### src/rtl/pipeline_hazard_controller.sv
// Pipeline sequencing for a five-stage core: per-stage enables/flushes for load-use,
// taken-branch and multi-cycle data-memory hazards, with a timed memReady handshake.
module pipeline_hazard_controller #(
    parameter int MEM_TIMEOUT = 16,
    parameter int CNT_W       = 16
) (
    input  logic             clk,
    input  logic             rstN,
    input  logic             memRead_Ex,
    input  logic [4:0]       rd_Ex,
    input  logic [4:0]       rs1_Id,
    input  logic [4:0]       rs2_Id,
    input  logic             rs1Used_Id,
    input  logic             rs2Used_Id,
    input  logic             branchTaken_Ex,
    input  logic             memAccess_Mem,
    input  logic             memReady,
    output logic             dmemReq,
    output logic             pcEn,
    output logic             ifIdEn,
    output logic             ifIdFlush,
    output logic             idExEn,
    output logic             idExFlush,
    output logic             exMemEn,
    output logic             memWbFlush,
    output logic             memTimeoutErr,
    output logic [CNT_W-1:0] stallCycles
);

    // state    | meaning
    // RUN      | pipeline flowing; hazards resolved combinationally
    // MEM_WAIT | data access outstanding, pipeline frozen, wait counter running
    // ERROR    | memReady never arrived; everything frozen until reset
    typedef enum logic [1:0] {
        RUN      = 2'd0,
        MEM_WAIT = 2'd1,
        ERROR    = 2'd2
    } state_t;

    localparam int                WAIT_W    = $clog2(MEM_TIMEOUT) + 1;
    localparam logic [WAIT_W-1:0] WAIT_LAST = WAIT_W'(MEM_TIMEOUT - 1);

    state_t            r_state, w_state_nxt;
    logic [WAIT_W-1:0] r_wait_cnt, w_wait_cnt_nxt;
    logic [CNT_W-1:0]  r_stall_cnt;

    logic w_mem_stall, w_load_use;
    logic w_pc_en, w_if_id_en, w_if_id_flush, w_id_ex_en, w_id_ex_flush;
    logic w_ex_mem_en, w_mem_wb_flush, w_dmem_req, w_err;

    assign w_mem_stall = memAccess_Mem & ~memReady;
    assign w_load_use  = memRead_Ex & (rd_Ex != 5'd0) &
                         ((rs1Used_Id & (rs1_Id == rd_Ex)) |
                          (rs2Used_Id & (rs2_Id == rd_Ex)));

    always_ff @(posedge clk or negedge rstN) begin
        if (!rstN) begin
            r_state     <= RUN;
            r_wait_cnt  <= '0;
            r_stall_cnt <= '0;
        end else begin
            r_state    <= w_state_nxt;
            r_wait_cnt <= w_wait_cnt_nxt;
            if (!w_pc_en && (r_stall_cnt != '1))
                r_stall_cnt <= r_stall_cnt + CNT_W'(1);
        end
    end

    always_comb begin
        w_state_nxt    = r_state;
        w_wait_cnt_nxt = r_wait_cnt;
        w_pc_en        = 1'b1;
        w_if_id_en     = 1'b1;
        w_if_id_flush  = 1'b0;
        w_id_ex_en     = 1'b1;
        w_id_ex_flush  = 1'b0;
        w_ex_mem_en    = 1'b1;
        w_mem_wb_flush = 1'b0;
        w_dmem_req     = 1'b0;
        w_err          = 1'b0;

        case (r_state)
            RUN, MEM_WAIT: begin
                w_dmem_req = memAccess_Mem;
                if (w_mem_stall) begin
                    w_pc_en        = 1'b0;
                    w_if_id_en     = 1'b0;
                    w_id_ex_en     = 1'b0;
                    w_ex_mem_en    = 1'b0;
                    w_mem_wb_flush = 1'b1;
                end else if (branchTaken_Ex) begin
                    // wrong-path ID instruction is squashed, so loadUse is moot
                    w_if_id_flush = 1'b1;
                    w_id_ex_flush = 1'b1;
                end else if (w_load_use) begin
                    w_pc_en       = 1'b0;
                    w_if_id_en    = 1'b0;
                    w_id_ex_flush = 1'b1;
                end

                if (r_state == RUN) begin
                    if (w_mem_stall) begin
                        w_state_nxt    = MEM_WAIT;
                        w_wait_cnt_nxt = WAIT_W'(1);
                    end
                end else if (!memAccess_Mem || memReady) begin
                    w_state_nxt    = RUN;
                    w_wait_cnt_nxt = '0;
                end else if (r_wait_cnt == WAIT_LAST) begin
                    w_state_nxt = ERROR;
                end else begin
                    w_wait_cnt_nxt = r_wait_cnt + WAIT_W'(1);
                end
            end
            default: begin
                w_pc_en     = 1'b0;
                w_if_id_en  = 1'b0;
                w_id_ex_en  = 1'b0;
                w_ex_mem_en = 1'b0;
                w_err       = 1'b1;
            end
        endcase
    end

    assign pcEn          = w_pc_en;
    assign ifIdEn        = w_if_id_en;
    assign ifIdFlush     = w_if_id_flush;
    assign idExEn        = w_id_ex_en;
    assign idExFlush     = w_id_ex_flush;
    assign exMemEn       = w_ex_mem_en;
    assign memWbFlush    = w_mem_wb_flush;
    assign dmemReq       = w_dmem_req;
    assign memTimeoutErr = w_err;
    assign stallCycles   = r_stall_cnt;

endmodule
### config.mk
export PLATFORM = sky130hd
export DESIGN_NAME = pipeline_hazard_controller
export DESIGN_NICKNAME = d
export VERILOG_FILES = /design/src/rtl/pipeline_hazard_controller.sv
export SDC_FILE = /design/constraint.sdc
export NUM_CORES = 1
export LEC_CHECK = 0
export CAP_MARGIN = 40
export CORE_MARGIN = 2
export CORE_UTILIZATION = 28
export DETAILED_ROUTE_END_ITERATION = 7
export DONT_BUFFER_PORTS = 1
export GPL_TIMING_DRIVEN = 0
export SKIP_LAST_GASP = 1
export SYNTH_ARGS = -nofsm -noshare
export SYNTH_HDL_FRONTEND = slang
export SYNTH_SLANG_ARGS = --single-unit
### constraint.sdc
create_clock -name clk -period 4 [get_ports clk]
set_input_delay 0.4 -clock clk [delete_from_list [all_inputs] [get_ports clk]]
set_output_delay 0.4 -clock clk [all_outputs]
set_load 0.02 [all_outputs]
# After elaboration in Yosys (flattened, before gate mapping)
# Index checks and enable logic that the tools add are counted.
[classes]
n_addsub = 2
n_eq_ne = 7
n_mux = 25
bitwise_logic = 7
reduce_logical = 10
[op_table]
columns = ["cell", "n"]
rows = [
  ["$mux 5", 4],
  ["$mux 1", 17],
  ["$add 16x1->16 const B", 1],
  ["$ne 16x16->1 const B", 1],
  ["$eq 5x5->1", 2],
  ["$mux 2", 4],
  ["$reduce_and 3->1", 2],
  ["$add 5x1->5 const B", 1],
  ["$and 1x1->1", 5],
  ["$eq 5x4->1 const B", 1],
  ["$reduce_bool 5->1", 1],
  ["$ne 3x3->1 const B", 1],
  ["$reduce_bool 3->1", 1],
  ["$eq 2x1->1 const B", 1],
  ["$logic_not 1->1", 2],
  ["$logic_not 2->1", 1],
  ["$ne 2x2->1 const B", 1],
  ["$reduce_or 2->1", 1],
  ["$logic_and 1x1->1", 1],
  ["$logic_or 1x1->1", 1],
  ["$not 1->1", 1],
  ["$or 1x1->1", 1],
]
[totals]
regBits = 23
out_inout_bits = 25

# Depth between registers and ports, before layout
# Gate-level depths: netlist (run 1).
[logic_depth]
depth_word = 10
mapped_depth = 8

# Worst setup path before layout (run 1)
# OpenSTA, ideal clock, no wires.
[synth_timing]
path_kind = "input -> output"
start = "in rd_Ex[1]"
end = "out pcEn"
arrival_ns = 1.712
required_ns = 3.600
path_slack_ns = 1.888
stages = 6
n_path_buf = 2
cell_sequence = "or4_1 -> o21ai_2 -> nor2_1 -> a21boi_4 -> buf_6 -> buf_4"
[synth_between]
elab_chain_cells = 8
[synth_lines]
columns = ["element", "line_no", "rtl"]
rows = [
  ["start, declared", "10", "input logic [4:0] rd_Ex,"],
  ["$eq 5x5->1 (on tied branches)", "53, 54", ""],
  ["$and 1x1->1 (on tied branches)", "53, 54", ""],
  ["$or 1x1->1", "53", "((rs1Used_Id & (rs1_Id == rd_Ex)) |"],
  ["$and 1x1->1 *", "52", "assign w_load_use = memRead_Ex & (rd_Ex != 5'd0) &"],
  ["$mux 1 * (4 in a row)", "n/a", ""],
  ["end, declared", "19", "output logic pcEn,"],
]
# Every way passes the cells marked *; elsewhere a longest branch is shown, timed or not.

# Worst setup path after layout (run 1)
[layout_timing]
start = "reg r_state[1]"
end = "out pcEn"
[layout_between]
elab_chain_cells = 3
[layout_lines]
columns = ["element", "line_no", "rtl"]
rows = [
  ["start, declared", "43", "state_t r_state, w_state_nxt;"],
  ["start signal, assigned", "62", "r_state <= w_state_nxt;"],
  ["$eq 2x1->1 or $logic_not 2->1 (tied branches)", "n/a", ""],
  ["$reduce_or 2->1 *", "n/a", ""],
  ["$mux 1 *", "n/a", ""],
]
# Marks and branches as above.

==> impl_metrics.toml, run 1 <==
[outcome]
status = "finished clean"

[placed_design]
portBuffers = 0
dp_hpwl_um = 2271
gp_congestion = 0.7464

[power]
p_per_area_mw_per_mm2 = 423.2
finalPower_mw = 0.6694
leakage_nw = 0.6727
ir_worst_vdd_mv = 0.3329

[clock_network]
hold_buffers = 2
cts_tree = "done"
cts_sinks = 23
htreeDepth = 1
clk_latency_ps = 260
cts_resized = 0
cts_setup_buffers = 0
clock-root-buffer = "clkbuf_8"
cts_buffers = 3
clk_pin_slew_worst_paths_ps = 90
cts_max_path_buffers = 2

[drt]
drt_iter0_drc = 24
first_pass_iters = 4
via_count = 1057
ant_nets = 0
vias_per_cell = 4.849
finalWirelength_um = 3025
drc = 0
routedWlPerCell_um = 13.88

[setup_path]
critical_path.max_fanout = 11
start_kind = "flip-flop"
endpoint_kind = "output pin"
cpPeakStageDelay_ps = 460
crit_arrival_ps = 1890
worst_ep_required_time_ps = 3600
crit_chain = "nor2_1 > a21boi_4 > buf_6 > buf_4"
critPathSlowestCell = "nor2_1"
setup.worst_path.class = "reg2out"

[global_routing]
grt_usage = 0.1052
grt_remaining_overflow = 0
grt_pass1_vias = 1051
grt_first_pass_wirelength_um = 4657
grt_start_max_net_pins = 24
grt_antenna_before_repair = 0

[job]
cap_violations = 0

[final_layout]
final_cell_mix = "23 x dfrtp_1, 16 x nand2_1, 14 x xor2_1, 10 x xnor2_1, 8 x nor3_2"
area_growth_pct = 11.27
seq_area_um2 = 575.6
mostFrequentLayoutCell = "dfrtp_1"
drive_gt1_frac = 0.1656
layout.nets = 178
final_core_util = 0.3283
num_antenna_cells = 0
multi_input_area_um2 = 785.8
fillers = 530

[die]
die_h_um = 75.25
die_w_um = 75.25
dieArea_mm2 = 0.005663
io_pins = 48
start_util = 0.2951
rows = 25
core_mm2 = 0.004817

[sta]
tns_ps = 0
drv_slew = 0
fin_crit_sh = 0.5731
finalClockSkew_ps = 2.407
hold_violations = 0
min_period_ps = 2293
tightest_slew_ps = 565.8
max_slew_margin = 0.6214
rsz0062_at_grt = "false"
max_freq_mhz = 436.2
setup_viol = 0

[yosys]
synth-edff-count = 0
ys.flop_type = "dfrtp_1"
synth_area_mm2 = 0.001421
ys_ff_latch = 23
ys_warn_count = 0
synth_cells = 145
synthDistinctLibCells = 36
ys_seq_area_frac = 0.4049
syn_nets = 171
synthArstFlopShare = 1.000
synth.avg_cell_area_um2 = 9.803

[hold_path]
hp-class = "in2reg"
[power by group]
part | internal [mW] | switching [mW]
logic | 0.0606 | 0.0568
registers | 0.278 | 0.127
clock network | 0.0695 | 0.0782
total | 0.408 | 0.262
[Yosys cell counts (all sizes together), types with 2 or more instances]
cell    number  area, um^2
nor4         5       37.53
and3         2       12.51
nor2b        2       12.51
nand2       16       60.06
clkbuf       3       11.26
nor3        10       90.09
mux2         2       30.03
ha           3       37.54
and4         2       17.52
o22ai        2       18.77
xnor2       10       87.58
nand4        6       43.79
xor2        14       122.6
buf          4       33.78
inv          4       15.01
a21oi        5       25.02
nor3b        2       15.01
dfrtp       23       575.6
nor2         7       28.78
nand3        7       35.03
o21ai        8       43.79
[worst paths after layout]
path,startpoint,slack (ps),cells past startpoint,endpoint
worst max-delay path,r_state[1],1710,4,pcEn
worst min-delay path,memReady,350,3,r_state[0]
worst max register to register,stallCycles[2],1830,6,stallCycles[10]
worst min register to register,r_state[0],510,1,r_wait_cnt[0]
max in group asynchronous,rstN,3310,2,r_wait_cnt[1]
min in group asynchronous,rstN,550,2,stallCycles[5]
[critical path, delay by kind of cell, from the launching register on]
kind / cells / cell delay [ps]
and+or+nand+nor: 1 / 460
DFF: 1 / 380
AOI/OAI and AO/OA: 1 / 380
buffers and inverters: 2 / 410
[flip-flops by register name, indices dropped and copies added, names as in the netlist]
register	flops
r_wait_cnt	5
stallCycles	16
r_state	2
[per-layer routing]
| metal | part of all wire | vias up | global-route usage |
|---|---|---|---|
| met3 | 0.075 | 4 | 0.02677 |
| li1 | - | 518 | - |
| met4 | 0.0099 | 0 | 0.02534 |
| met5 | 0 | - | 0 |
| met1 | 0.46 | 499 | 0.1358 |
| met2 | 0.46 | 36 | 0.1774 |
[layout make-up]
| class | instances | share of cell area |
|---|---|---|
| multi-input cells | 111 | 0.4968 |
| flip-flops and latches | 23 | 0.3639 |
| well taps | 67 | 0.05301 |
| plain buffers | 7 | 0.02848 |
| clock buffers | 3 | 0.02611 |
| repair buffers | 2 | 0.01899 |
| inverters | 4 | 0.009494 |
| clock inverters | 1 | 0.003165 |
[cells by family (layout without fill, tap and decap cells)]
| family | after synthesis | in the layout | synth area share |
|---|---|---|---|
| adders and majority gates | 3 | 3 | 0.02641 |
| muxes | 2 | 2 | 0.02113 |
| AOI/OAI and AO/OA | 19 | 19 | 0.08979 |
| and+or+nand+nor | 63 | 63 | 0.2676 |
| buffers and inverters | 11 | 17 | 0.04225 |
| xor gates and xnor gates | 24 | 24 | 0.1479 |
| DFF | 23 | 23 | 0.4049 |
[per-stage QoR]
stage	cell area, um^2	worst slack (ps)	hold WS, ps	instances
floorplan	1421	1888	104.4	145
global placement	1505	1728	105.0	212
detailed placement	1505	1740	105.2	212
CTS	1582	1668	357.7	218
global route	1582	1599	378.8	218
finish	1582	1707	354.6	218
No activity file was read; power rests on OpenSTA's default activity.
==> inputs of run 2 (changes only) <==
==> constraint.sdc (replaced) <==
create_clock -name clk -period 2.2 [get_ports clk]
set_input_delay 0.22 -clock clk [delete_from_list [all_inputs] [get_ports clk]]
set_output_delay 0.22 -clock clk [all_outputs]
set_load 0.02 [all_outputs]
==> run 2 against run 1 <==
Cell count did not move; combinational power rose by 83%; count of clock-buffer cells in the layout unchanged; power up 83%; die area did not move; critical path depth increased by 2; register-to-register slack got worse by 1700 ps; flip-flop and latch count unchanged; critical endpoint is now stallCycles[10]; highest routed layer unchanged.
==> impl_metrics.toml, run 2 (synthesis results as in run 1) <==
[setup_path]
critical_path.max_fanout = 10
crit_arrival_ps = 2200
endpoint_kind = "flip-flop"
worst_ep_required_time_ps = 2340
setup.worst_path.class = "reg2reg"
start_kind = "flip-flop"

[sta]
max_slew_margin = 0.6999
min_period_ps = 2061
drv_slew = 0
setup_viol = 0
max_freq_mhz = 485.3
fin_crit_sh = 0.9367
tightest_slew_ps = 445.4
setup_ws_ps = 139.3
rsz0062_at_grt = "false"
tns_ps = 0
hold_violations = 0
finalClockSkew_ps = 1.759

[final_layout]
final_core_util = 0.3304
largest_reg_flops = 16
fillers = 529
layout.nets = 178
final_cell_mix = "22 x dfrtp_1, 16 x nand2_1, 14 x xor2_1, 10 x xnor2_1"
stdcell_area_mm2 = 0.001592
multi_input_area_um2 = 794.5
mostFrequentLayoutCell = "dfrtp_1"
area_growth_pct = 11.97
seq_area_um2 = 576.8
num_antenna_cells = 0
drive_gt1_frac = 0.1788

[power]
leakage_nw = 0.6869
ir_worst_vdd_mv = 0.5794
p_per_area_mw_per_mm2 = 767.8
finalPower_mw = 1.222

[clock_network]
cts_tree = "done"
cts_sinks = 23
cts_max_path_buffers = 2
clk_latency_ps = 260
clk_pin_slew_worst_paths_ps = 90
cts_buffers = 3
clock-root-buffer = "clkbuf_8"
htreeDepth = 1

[outcome]
status = "finished clean"

[job]
cap_violations = 0

[die]
io_pins = 48
die_h_um = 75.25
dieArea_mm2 = 0.005663
rows = 25
die_w_um = 75.25
start_util = 0.2951
core_mm2 = 0.004817

[drt]
finalWirelength_um = 3044
routedWlPerCell_um = 13.96
drc = 0
first_pass_iters = 4
ant_nets = 0
vias_per_cell = 4.867
via_count = 1061
drt_iter0_drc = 25

[placed_design]
gp_congestion = 0.7464
place_area_mm2 = 0.001505
portBuffers = 0
dp_slack_ps = 42.01
dp_hpwl_um = 2271

[global_routing]
grt_usage = 0.1052
grt_remaining_overflow = 0
grt_first_pass_wirelength_um = 4657
grt_start_max_net_pins = 24
grt_pass1_vias = 1051
grt_antenna_before_repair = 0

[hold_path]
hp-class = "in2reg"
run 2: cell count changes in the layout (fill, tap and decap cells not counted):
cell and change:
nor2_2 +1, dfrtp_1 -1, nor3_4 +1, dfrtp_2 +1, nor2_1 -1, nor3_2 -1
run 2: what timing repair did:
action,CTS,global route
hold endpoints to repair,23,0
buffers inserted,0,0
setup endpoints to repair,0,11
gates resized for setup,0,3
hold buffers,2,0
run 2: layout make-up:
| class | instances | share of cell area |
|---|---|---|
| timing repair buffer | 2 | 0.01887 |
| clock inverter | 1 | 0.003145 |
| tap | 67 | 0.05267 |
| sequential | 23 | 0.3624 |
| buffer | 7 | 0.02830 |
| multi-input combinational | 111 | 0.4992 |
| inverter | 4 | 0.009434 |
| clock buffer | 3 | 0.02594 |
run 2: where the power goes:
group	switching, mW	total (mW)	internal, mW
Sequential	0.231	0.738	0.507
Combinational	0.104	0.214	0.110
Clock	0.143	0.270	0.126
Total	0.479	1.22	0.743
run 2: routing by layer:
| metal | wire length, um | vias up | global-route usage |
|---|---|---|---|
| li1 | - | 517 | - |
| met1 | 1390 | 505 | 0.1358 |
| met2 | 1399 | 35 | 0.1774 |
| met3 | 224 | 4 | 0.02677 |
| met4 | 30 | 0 | 0.02534 |
| met5 | 0 | - | 0 |
run 2: path summary, 6_finish.rpt:
path	cells after the start	slack, ps	to	start
worst max-delay path	6	140	stallCycles[10]	stallCycles[3]
worst min-delay path	3	180	r_state[0]	memReady
worst max register to register	6	140	stallCycles[10]	stallCycles[3]
worst min register to register	1	510	r_wait_cnt[0]	r_state[0]
max in group asynchronous	2	1680	stallCycles[2]	rstN
min in group asynchronous	2	370	stallCycles[5]	rstN
run 2: per-stage QoR:
| step | std cells | hold WS (ps) |
|---|---|---|
| final | 218 | 184.1 |
| after global routing | 218 | 207.9 |
| after CTS | 218 | 177.7 |
| after detailed placement | 212 | -74.85 |
| after global placement | 212 | -74.97 |
| after floorplan | 145 | -75.59 |
run 2: critical path: stages (launching register included):
cell and delay [ps]:
dfrtp_1 530, and4_1 320, nand4_2 240, nor3_4 340
buf_4 260, nor4_1 90, xor2_1 150
